**src/rtl/des_key_scheduler_pkg.sv**
```systemverilog
// Shared DES key-schedule constants, permutation tables, shift schedule and FSM encoding.
// Tables use DES numbering: entry value b refers to DES bit b (bit 1 = MSB).
package des_key_scheduler_pkg;

   localparam int SUBKEY_W  = 48;
   localparam int ROUNDS    = 16;
   localparam int BANK_KEYS = 8;
   localparam int BANK_W    = SUBKEY_W * BANK_KEYS;
   localparam int HALF_W    = 28;

   typedef enum logic [1:0] {
      ST_IDLE = 2'd0,
      ST_GEN  = 2'd1,
      ST_DONE = 2'd2
   } des_state_e;

   localparam int PC1_TBL [56] = '{
      57, 49, 41, 33, 25, 17,  9,  1, 58, 50, 42, 34, 26, 18,
      10,  2, 59, 51, 43, 35, 27, 19, 11,  3, 60, 52, 44, 36,
      63, 55, 47, 39, 31, 23, 15,  7, 62, 54, 46, 38, 30, 22,
      14,  6, 61, 53, 45, 37, 29, 21, 13,  5, 28, 20, 12,  4
   };

   localparam int PC2_TBL [48] = '{
      14, 17, 11, 24,  1,  5,  3, 28, 15,  6, 21, 10,
      23, 19, 12,  4, 26,  8, 16,  7, 27, 20, 13,  2,
      41, 52, 31, 37, 47, 55, 30, 40, 51, 45, 33, 48,
      44, 49, 39, 56, 34, 53, 46, 42, 50, 36, 29, 32
   };

   localparam logic [1:0] SHIFT_TBL [16] = '{
      2'd1, 2'd1, 2'd2, 2'd2, 2'd2, 2'd2, 2'd2, 2'd2,
      2'd1, 2'd2, 2'd2, 2'd2, 2'd2, 2'd2, 2'd2, 2'd1
   };

   // Result is {C, D}; bit 55 is PC-1 output bit 1.
   function automatic logic [2*HALF_W-1:0] pc1_perm(input logic [63:0] key);
      logic [2*HALF_W-1:0] r;
      r = '0;
      for (int j = 0; j < 2*HALF_W; j++) begin
         r[2*HALF_W-1-j] = key[64-PC1_TBL[j]];
      end
      return r;
   endfunction

endpackage

```
**src/rtl/des_key_scheduler_subkey_gen.sv**
```systemverilog
// One key-schedule step: rotate C and D left by shift_i (1 or 2), then PC-2 of the rotated pair.
module des_subkey_gen
   import des_key_scheduler_pkg::*;
(
   input  logic [HALF_W-1:0]   c_i,
   input  logic [HALF_W-1:0]   d_i,
   input  logic [1:0]          shift_i,
   output logic [HALF_W-1:0]   c_o,
   output logic [HALF_W-1:0]   d_o,
   output logic [SUBKEY_W-1:0] subkey_o
);

   logic [2*HALF_W-1:0] cd;

   always_comb begin
      if (shift_i == 2'd2) begin
         c_o = {c_i[HALF_W-3:0], c_i[HALF_W-1:HALF_W-2]};
         d_o = {d_i[HALF_W-3:0], d_i[HALF_W-1:HALF_W-2]};
      end else begin
         c_o = {c_i[HALF_W-2:0], c_i[HALF_W-1]};
         d_o = {d_i[HALF_W-2:0], d_i[HALF_W-1]};
      end
      cd = {c_o, d_o};
      subkey_o = '0;
      for (int j = 0; j < SUBKEY_W; j++) begin
         subkey_o[SUBKEY_W-1-j] = cd[2*HALF_W-PC2_TBL[j]];
      end
   end

endmodule

```
**src/rtl/des_key_scheduler.sv**
```systemverilog
// Iterative DES key scheduler: one subkey per cycle into two 8-slot banks, encrypt or decrypt order.
// Optional build macro DES_KEY_PARITY_CHK_EN adds the registered parity_err output.
module des_key_scheduler
   import des_key_scheduler_pkg::*;
(
   input  logic              clk,
   input  logic              rst,
   input  logic              key_load,
   input  logic [63:0]       key_in,
   input  logic              decrypt,
   output logic              busy,
   output logic              keys_ready,
   output logic [BANK_W-1:0] round_keys_lo,
   output logic [BANK_W-1:0] round_keys_hi,
   output des_state_e        fsm_state
`ifdef DES_KEY_PARITY_CHK_EN
   ,
   output logic              parity_err
`endif
);

   // Handshake: key_load is a one-cycle request accepted in any state; keys_ready
   // qualifies both banks, which are only stable while it is high.

   des_state_e              state_q, state_d;
   logic [3:0]              cnt_q, cnt_d;
   logic [HALF_W-1:0]       creg_q, creg_d, dreg_q, dreg_d;
   logic                    dec_q, dec_d;
   logic [2*BANK_W-1:0]     bank_q, bank_d;

   logic [2*HALF_W-1:0]     cd_load;
   logic [HALF_W-1:0]       c_nxt, d_nxt;
   logic [SUBKEY_W-1:0]     subkey;
   logic [3:0]              slot_idx;
   logic [9:0]              slot_base;

   assign cd_load   = pc1_perm(key_in);
   assign slot_idx  = dec_q ? (4'd15 - cnt_q) : cnt_q;
   assign slot_base = 10'(2*BANK_W - 1 - SUBKEY_W * int'(slot_idx));

   des_subkey_gen u_subkey_gen (
      .c_i      (creg_q),
      .d_i      (dreg_q),
      .shift_i  (SHIFT_TBL[cnt_q]),
      .c_o      (c_nxt),
      .d_o      (d_nxt),
      .subkey_o (subkey)
   );

   always_comb begin
      state_d = state_q;
      cnt_d   = cnt_q;
      creg_d  = creg_q;
      dreg_d  = dreg_q;
      dec_d   = dec_q;
      bank_d  = bank_q;
      case (state_q)
         ST_GEN: begin
            creg_d = c_nxt;
            dreg_d = d_nxt;
            bank_d[slot_base -: SUBKEY_W] = subkey;
            cnt_d  = cnt_q + 4'd1;
            if (cnt_q == 4'(ROUNDS - 1)) begin
               state_d = ST_DONE;
            end
         end
         default: ;
      endcase
      // A new key always restarts generation, aborting any schedule in progress.
      if (key_load) begin
         state_d = ST_GEN;
         cnt_d   = '0;
         dec_d   = decrypt;
         creg_d  = cd_load[2*HALF_W-1:HALF_W];
         dreg_d  = cd_load[HALF_W-1:0];
      end
   end

   always_ff @(posedge clk) begin
      if (rst) begin
         state_q <= ST_IDLE;
         cnt_q   <= '0;
         creg_q  <= '0;
         dreg_q  <= '0;
         dec_q   <= 1'b0;
         bank_q  <= '0;
      end else begin
         state_q <= state_d;
         cnt_q   <= cnt_d;
         creg_q  <= creg_d;
         dreg_q  <= dreg_d;
         dec_q   <= dec_d;
         bank_q  <= bank_d;
      end
   end

   assign busy          = (state_q == ST_GEN);
   assign keys_ready    = (state_q == ST_DONE);
   assign round_keys_lo = bank_q[2*BANK_W-1 -: BANK_W];
   assign round_keys_hi = bank_q[BANK_W-1:0];
   assign fsm_state     = state_q;

`ifdef DES_KEY_PARITY_CHK_EN
   logic parity_q;
   logic key_bad;

   always_comb begin
      key_bad = 1'b0;
      for (int b = 0; b < 8; b++) begin
         key_bad |= ~^key_in[8*b +: 8];
      end
   end

   always_ff @(posedge clk) begin
      if (rst) begin
         parity_q <= 1'b0;
      end else if (key_load) begin
         parity_q <= key_bad;
      end
   end

   assign parity_err = parity_q;
`endif

`ifndef SYNTHESIS
   // Sixteen rotations total 28 positions, so C and D return to their PC-1 values.
   logic [HALF_W-1:0] c_load_q, d_load_q;

   always_ff @(posedge clk) begin
      if (rst) begin
         c_load_q <= '0;
         d_load_q <= '0;
      end else if (key_load) begin
         c_load_q <= cd_load[2*HALF_W-1:HALF_W];
         d_load_q <= cd_load[HALF_W-1:0];
      end
   end

   a_rotation_closes: assert property (@(posedge clk) disable iff (rst)
      (state_q == ST_DONE) |-> (creg_q == c_load_q && dreg_q == d_load_q));
`endif

endmodule

```
**config.mk**
```make
export PLATFORM = sky130hd
export DESIGN_NAME = des_key_scheduler
export DESIGN_NICKNAME = d
export VERILOG_FILES = /design/src/rtl/des_key_scheduler_pkg.sv /design/src/rtl/des_key_scheduler_subkey_gen.sv /design/src/rtl/des_key_scheduler.sv
export SDC_FILE = /design/constraint.sdc
export NUM_CORES = 2
export LEC_CHECK = 0
export BUFFER_PORTS_ARGS = -buffer_cell sky130_fd_sc_hd__buf_2
export CAP_MARGIN = 20
export CORE_AREA = 2 2 324 326
export DETAILED_ROUTE_END_ITERATION = 10
export DIE_AREA = 0 0 326 328
export GPL_ROUTABILITY_DRIVEN = 0
export PLACE_DENSITY = 0.64
export SETUP_SLACK_MARGIN = 0.4
export SLEW_MARGIN = 20
export SYNTH_ARGS = -nofsm -noshare
export SYNTH_HDL_FRONTEND = slang
export SYNTH_SLANG_ARGS = --single-unit
```
**constraint.sdc**
```tcl
create_clock -name clk -period 3.86 [get_ports clk]
set_input_delay 0.772 -clock clk [delete_from_list [all_inputs] [get_ports clk]]
set_output_delay 0.772 -clock clk [all_outputs]
set_load 0.005 [all_outputs]
```
After elaboration in Yosys (flattened, before gate mapping)
Memories as Yosys holds them, arrays and structs flattened.
Index checks and enable logic that the tools add are counted.
{"block": "op_classes", "magnitude_cmp": 1, "n_mux": 13, "shift": 2, "bitwise": 1, "n_mul": 1, "n_eq_ne": 4, "reduce_logical": 5, "add_sub_neg": 4}
{"operator": "48-bit by 12-bit variable shift with 815-bit output, first input constant", "n": 1}
{"operator": "48-bit by 12-bit indexed part select with 815-bit output", "n": 1}
{"operator": "768-bit bitwise mux", "n": 1}
{"operator": "28-bit two-way mux", "n": 6}
{"operator": "10-bit negation with 12-bit output", "n": 1}
{"operator": "10-bit subtractor, first input constant", "n": 1}
{"operator": "2-bit by 4-bit multiplier with 6-bit output, first input constant", "n": 1}
{"operator": "5-bit greater-or-equal comparator, second input constant", "n": 1}
{"operator": "4-bit NOT with 5-bit output", "n": 1}
{"operator": "4-bit by 1-bit adder with 4-bit output, second input constant", "n": 1}
{"operator": "2-bit == test, second input constant", "n": 2}
{"operator": "4-bit == test, second input constant", "n": 1}
{"operator": "2-bit two-way mux", "n": 2}
{"operator": "4-bit two-way mux", "n": 1}
{"operator": "2-bit AND reduction", "n": 2}
{"operator": "2-bit nonzero test", "n": 2}
{"operator": "4-bit subtractor, first input constant", "n": 1}
{"operator": "1-bit two-way mux", "n": 3}
{"operator": "2-bit by 1-bit == test with 1-bit output, second input constant", "n": 1}
{"operator": "2-bit OR reduction", "n": 1}
{"block": "word_totals", "input_bits": 68, "n_memories": 1, "elab_cells": 39, "out_inout_bits": 772, "register_bits": 831, "mem_bits_ro": 32}
{"name": "(name not given)", "depth": 16, "width": 2, "rd": 1, "rd_ports_with_merged_regs": 0, "write_ports": 0, "line": "des_key_scheduler.sv:44", "source": ".shift_i (SHIFT_TBL[cnt_q]),"}

Logic depth before layout (Yosys ltp)
{"block": "logic_depth", "ltp_word": 8, "mapped_depth": 14, "mapped_depth_nobuf": 11}

Cells and area by module
Synthesis repeated with hierarchy kept, for this count alone.
{"block": "unflattened", "cells_unflattened": 3802, "hier_area_um2": 34366.7}
{"module": "des_key_scheduler", "seq_area_each_um2": 16636.0, "cells_each": 3691, "area_per_inst_um2": 33104.2, "instances": 1}
{"module": "des_subkey_gen", "seq_area_each_um2": 0.0, "cells_each": 111, "area_per_inst_um2": 1262.5, "instances": 1}

Least setup slack after synthesis
OpenSTA, ideal clock, no wires.
{"block": "synth_timing", "kind": "reg2reg", "startpoint": "register cnt_q[2]", "endpoint": "register bank_q[230]", "path_stages_with_launch": 12, "required_ns": 3.739, "setup_time_ns": 0.121, "setup_slack_ns": 0.442, "arrival_ns": 3.296, "cell_sequence": "dfxtp_1 -> buf_2 -> inv_2 -> ha_1 -> a21oi_1 -> nor4b_4 -> nor2_2 -> mux2_4 -> a311o_1 -> nor3_4 -> buf_8 -> mux2_4"}
{"block": "synth_between", "elab_chain_cells": 8, "elab_cells_between_ends": 15, "classes_between": "add/sub: 3; mul: 1; eq/ne: 1; shift: 2; mux: 6; bitwise: 1; memory: 1"}
{"element": "from (decl)", "line": "des_key_scheduler.sv:26", "source": "logic [3:0] cnt_q, cnt_d;"}
{"element": "from (signal assigned)", "line": "des_key_scheduler.sv:89", "source": "cnt_q <= cnt_d;"}
{"element": "parallel branches: the longest is 7 deep, another holds 10-bit negation with 12-bit output"}
{"element": "768-bit bitwise mux (*)", "line": "des_key_scheduler.sv:61", "source": "bank_d[slot_base -: SUBKEY_W] = subkey;"}
{"element": "to (signal assigned)", "line": "des_key_scheduler.sv:93", "source": "bank_q <= bank_d;"}
{"element": "to (decl)", "line": "des_key_scheduler.sv:29", "source": "logic [2*BANK_W-1:0] bank_q, bank_d;"}
Mark *: on every way between the ends. The select of a mux whose other input is x is not followed.
A chain may end at the register's enable or synchronous reset.

Final worst setup path
{"block": "layout_timing", "startpoint": "register cnt_q[1]", "endpoint": "register bank_q[598]"}
Same word-level chain as after synthesis.

==> impl_metrics.env <==
export IMPL_r2r_start="cnt_q[1]"
export IMPL_synth_distinct_cells=64
export IMPL_layoutNonFillerInstCount=5808
export IMPL_synth_warnings=0
export IMPL_drv_cap=0
export IMPL_status="completed"
export IMPL_critPathArrivalTime_ps=4020
export IMPL_dominantRegCellSynth="dfxtp_1"
export IMPL_relSlewSlack_pct=27.41
export IMPL_final_area_mm2=0.04221
export IMPL_netlist_instances=3513
export IMPL_p_leak_nw=17.19
export IMPL_cts_made_buffers=88
export IMPL_holdWs_ps=334.6
export IMPL_path_cells="buf_4 -> ha_1 -> mux2_2 -> mux2i_4 -> buf_12 -> nor3_1 -> a211oi_1 -> o21ai_0 -> nor2_1 -> a22o_1"
export IMPL_fmax_mhz=292.5
export IMPL_max_stage_delay_ps=600
export IMPL_first_iter_violations=2903
export IMPL_grtUsageTotal_pct=24.29
export IMPL_worst_path_max_fanout=29
export IMPL_crit_path_end="bank_q[598]"
export IMPL_r2r_cells=10
export IMPL_setup_tns_ps=0
export IMPL_drive_above_1_share_pct=32.72
export IMPL_cp_slowest_cell="a211oi_1"
export IMPL_worstSetupPathType="flip-flop to flip-flop"
export IMPL_ys_seq_area_share_pct=51.82
export IMPL_crit_path_start="cnt_q[1]"
export IMPL_peakVddDrop_uv=348.0
export IMPL_die_y_um=328
export IMPL_postRouteAntennaNets=0
export IMPL_clk_pin_slew_ps=60
export IMPL_nNetsFinal=4432
export IMPL_grt_max_degree=199
export IMPL_ys_ff_latch=831
export IMPL_tritoncts="built"
export IMPL_cts_sinks=831
export IMPL_row_count=118
export IMPL_period_share_pct=88.58
export IMPL_initial_utilization_pct=31.11
export IMPL_syn_num_nets=3587
export IMPL_maxSlewViolCount=0
export IMPL_dpl_cell_count=5642
export IMPL_drc=0
export IMPL_synth_area_per_cell_um2=9.138
export IMPL_vias_per_cell=5.230
export IMPL_cp_start_kind="flip-flop"
export IMPL_clock_latency_ps=680
export IMPL_grt_overflow_total=0
export IMPL_wirelength_mm=137.2
export IMPL_hpwl_mm=100.7
export IMPL_hold_viol=0
export IMPL_core_area_mm2=0.1032
export IMPL_pin_count=840
export IMPL_fp_dieW_um=326
export IMPL_hold_buffers=0
export IMPL_grt_pass1_vias=27820
export IMPL_antenna_found_initial=3
export IMPL_cellPowerDensity_mw_per_mm2=459.9
export IMPL_cts_root_buffer="clkbuf_16"
export IMPL_rsz0062_at_grt="yes"
export IMPL_wl_per_cell_um=23.63
export IMPL_cp_end_kind="flip-flop"
export IMPL_cp_required_ps=4460
export IMPL_io_buffers=831
export IMPL_finalCriticalPeriod_ps=3419
export IMPL_place_area_mm2=0.03892
export IMPL_async_reset_ff_share_pct=0
export IMPL_reg2reg_to="bank_q[598]"
export IMPL_synth_edf_count=0
export IMPL_routed_via_count=30370
export IMPL_regToRegSetupSlack_ps=440
export IMPL_firstDrtPassIters=7
export IMPL_hp_class="input port to flip-flop"
export IMPL_htreeDepth=3
export IMPL_fp_dieArea_mm2=0.1069
export IMPL_finalClockSkew_ps=34.90
export IMPL_synth_area_mm2=0.03210
export IMPL_grt_pass1_wl_mm=193.7
export IMPL_tightest_slew_ps=1089
export IMPL_fillCellCount=10240
export IMPL_clock_path_buffers=3
export IMPL_setup_violations=0
export IMPL_insertedDiodeCount=0
export IMPL_area_growth_pct=31.50
## stage by stage
| step | total power, W | worst slack, ps | util, % |
|---|---|---|---|
| 4_1_cts | 0.01948 | 374.8 | 40.73 |
| 3_5_place_dp | 0.01063 | 144.4 | 37.71 |
| 5_1_grt | 0.01997 | 334.7 | 40.90 |
| 2_1_floorplan | 0.009804 | 442.4 | - |
| 6_report | 0.01941 | 440.7 | 40.90 |
| 3_3_place_gp | 0.01062 | 200.4 | 37.71 |
## logic make-up (layout without fill, tap and decap cells)
| group | Yosys count | in the layout | share of synthesized area [%] |
|---|---|---|---|
| adders and majority gates | 6 | 6 | 0.2338 |
| DFF | 831 | 831 | 51.82 |
| xor gates and xnor gates | 6 | 6 | 0.1637 |
| buffers and inverters | 313 | 1228 | 3.835 |
| and+or+nand+nor | 1170 | 1170 | 16.15 |
| AOI/OAI and AO/OA | 1017 | 1017 | 22.04 |
| muxes | 170 | 170 | 5.761 |
## critical path, delay by kind of cell (launching register included)
family	cells	cell delay, ps
simple gates	2	670
compound gates	3	1150
flops	1	320
mux	2	570
buf+inv	2	430
fa+ha+maj	1	210
## what timing repair did
action                                  CTS  global route
setup buffers                             2             4
pin swaps                                 0             2
resized for setup                        21            32
endpoints found under the setup margin  158           337
## state kept, by name, summed over array words and instances (netlist names)
signal and cells:
creg_q 28, bank_q 768, dec_q 1, dreg_q 28
fsm_state 2, cnt_q 4
## metal layers
| layer | vias to the layer above | global-route usage, % | wire length (um) |
|---|---|---|---|
| li1 | 14230 | - | - |
| met1 | 14350 | 29.90 | 54550 |
| met2 | 1484 | 39.82 | 64240 |
| met3 | 304 | 6.618 | 12540 |
| met4 | 4 | 10.50 | 5883 |
| met5 | - | 0 | 34 |
## power breakdown
part | switching (W) | leakage (nW) | internal, W
combinational | 0.00121 | 8.99 | 0.000533
clock | 0.00369 | 1.48 | 0.00521
sequential | 0.0000859 | 6.71 | 0.00869
total | 0.00498 | 17.2 | 0.0144
## cell usage after synthesis, drive strengths merged (2+ instances only)
cell | number | area share (%)
mux2 | 75 | 2.8
clkbuf | 257 | 3.0
dfxtp | 831 | 52
nor2b | 66 | 1.3
or3 | 16 | 0.31
a22oi | 60 | 1.4
xor2 | 2 | 0.055
and2 | 2 | 0.039
nand3b | 11 | 0.26
and3 | 8 | 0.16
a21o | 9 | 0.21
nor2 | 620 | 7.3
nand2b | 23 | 0.45
buf | 50 | 0.76
o2bb2ai | 48 | 1.3
nand2 | 212 | 2.5
nor3b | 13 | 0.34
mux2i | 95 | 3.0
o21ai | 126 | 2.0
nor4 | 4 | 0.12
nor3 | 86 | 1.4
nand3 | 42 | 0.65
or2 | 64 | 1.2
ha | 6 | 0.23
a311oi | 2 | 0.11
o21a | 3 | 0.070
o22ai | 5 | 0.097
inv | 5 | 0.058
a31oi | 6 | 0.14
a22o | 102 | 2.8
a211oi | 426 | 10
a21oi | 194 | 3.0
a2111oi | 2 | 0.058
xnor2 | 4 | 0.11
o32ai | 8 | 0.22
o211ai | 18 | 0.42
## how the worst min path moves through the flow
stage           startpoint           to  slack, ps  depth (start not counted)
2_1_floorplan  bank_q[272]  bank_q[272]        450                          2
3_3_place_gp   bank_q[284]  bank_q[284]        430                          2
3_5_place_dp   bank_q[412]  bank_q[412]        440                          2
4_1_cts         key_in[26]   dreg_q[16]        280                          3
5_1_grt         key_in[22]   creg_q[17]        320                          3
6_report        key_in[26]   dreg_q[16]        330                          3
## layout make-up
type                       count  area (um^2)  area share [%]
clock buffer                 123         2526           5.984
clock inverter                37        496.7           1.177
inverter                       6        25.02         0.05928
multi-input combinational   2369        14720           34.88
sequential                   831        16640           39.41
tap                         1380         1727           4.090
timing repair buffer        1062         6078           14.40
## cell usage in the layout (no fill, tap or decap), types with 11 or more instances in the layout
cell type	n
buf_4	215
clkinv_2	13
a22oi_1	52
clkbuf_16	90
o21ai_0	116
a211oi_1	424
nor2_2	14
mux2_4	11
a21oi_2	11
a21oi_1	183
mux2_2	62
nor2b_1	64
clkbuf_8	15
dfxtp_1	830
nand2b_1	20
mux2i_1	73
nor3_1	75
o211ai_1	18
nor2_1	603
buf_12	12
clkbuf_1	18
mux2i_2	13
or3_1	16
a22o_1	102
o2bb2ai_1	48
buf_2	829
nand3_1	42
nand3b_1	11
or2_2	64
nand2_1	205
Note: power is estimated with default switching activity, not from simulation.
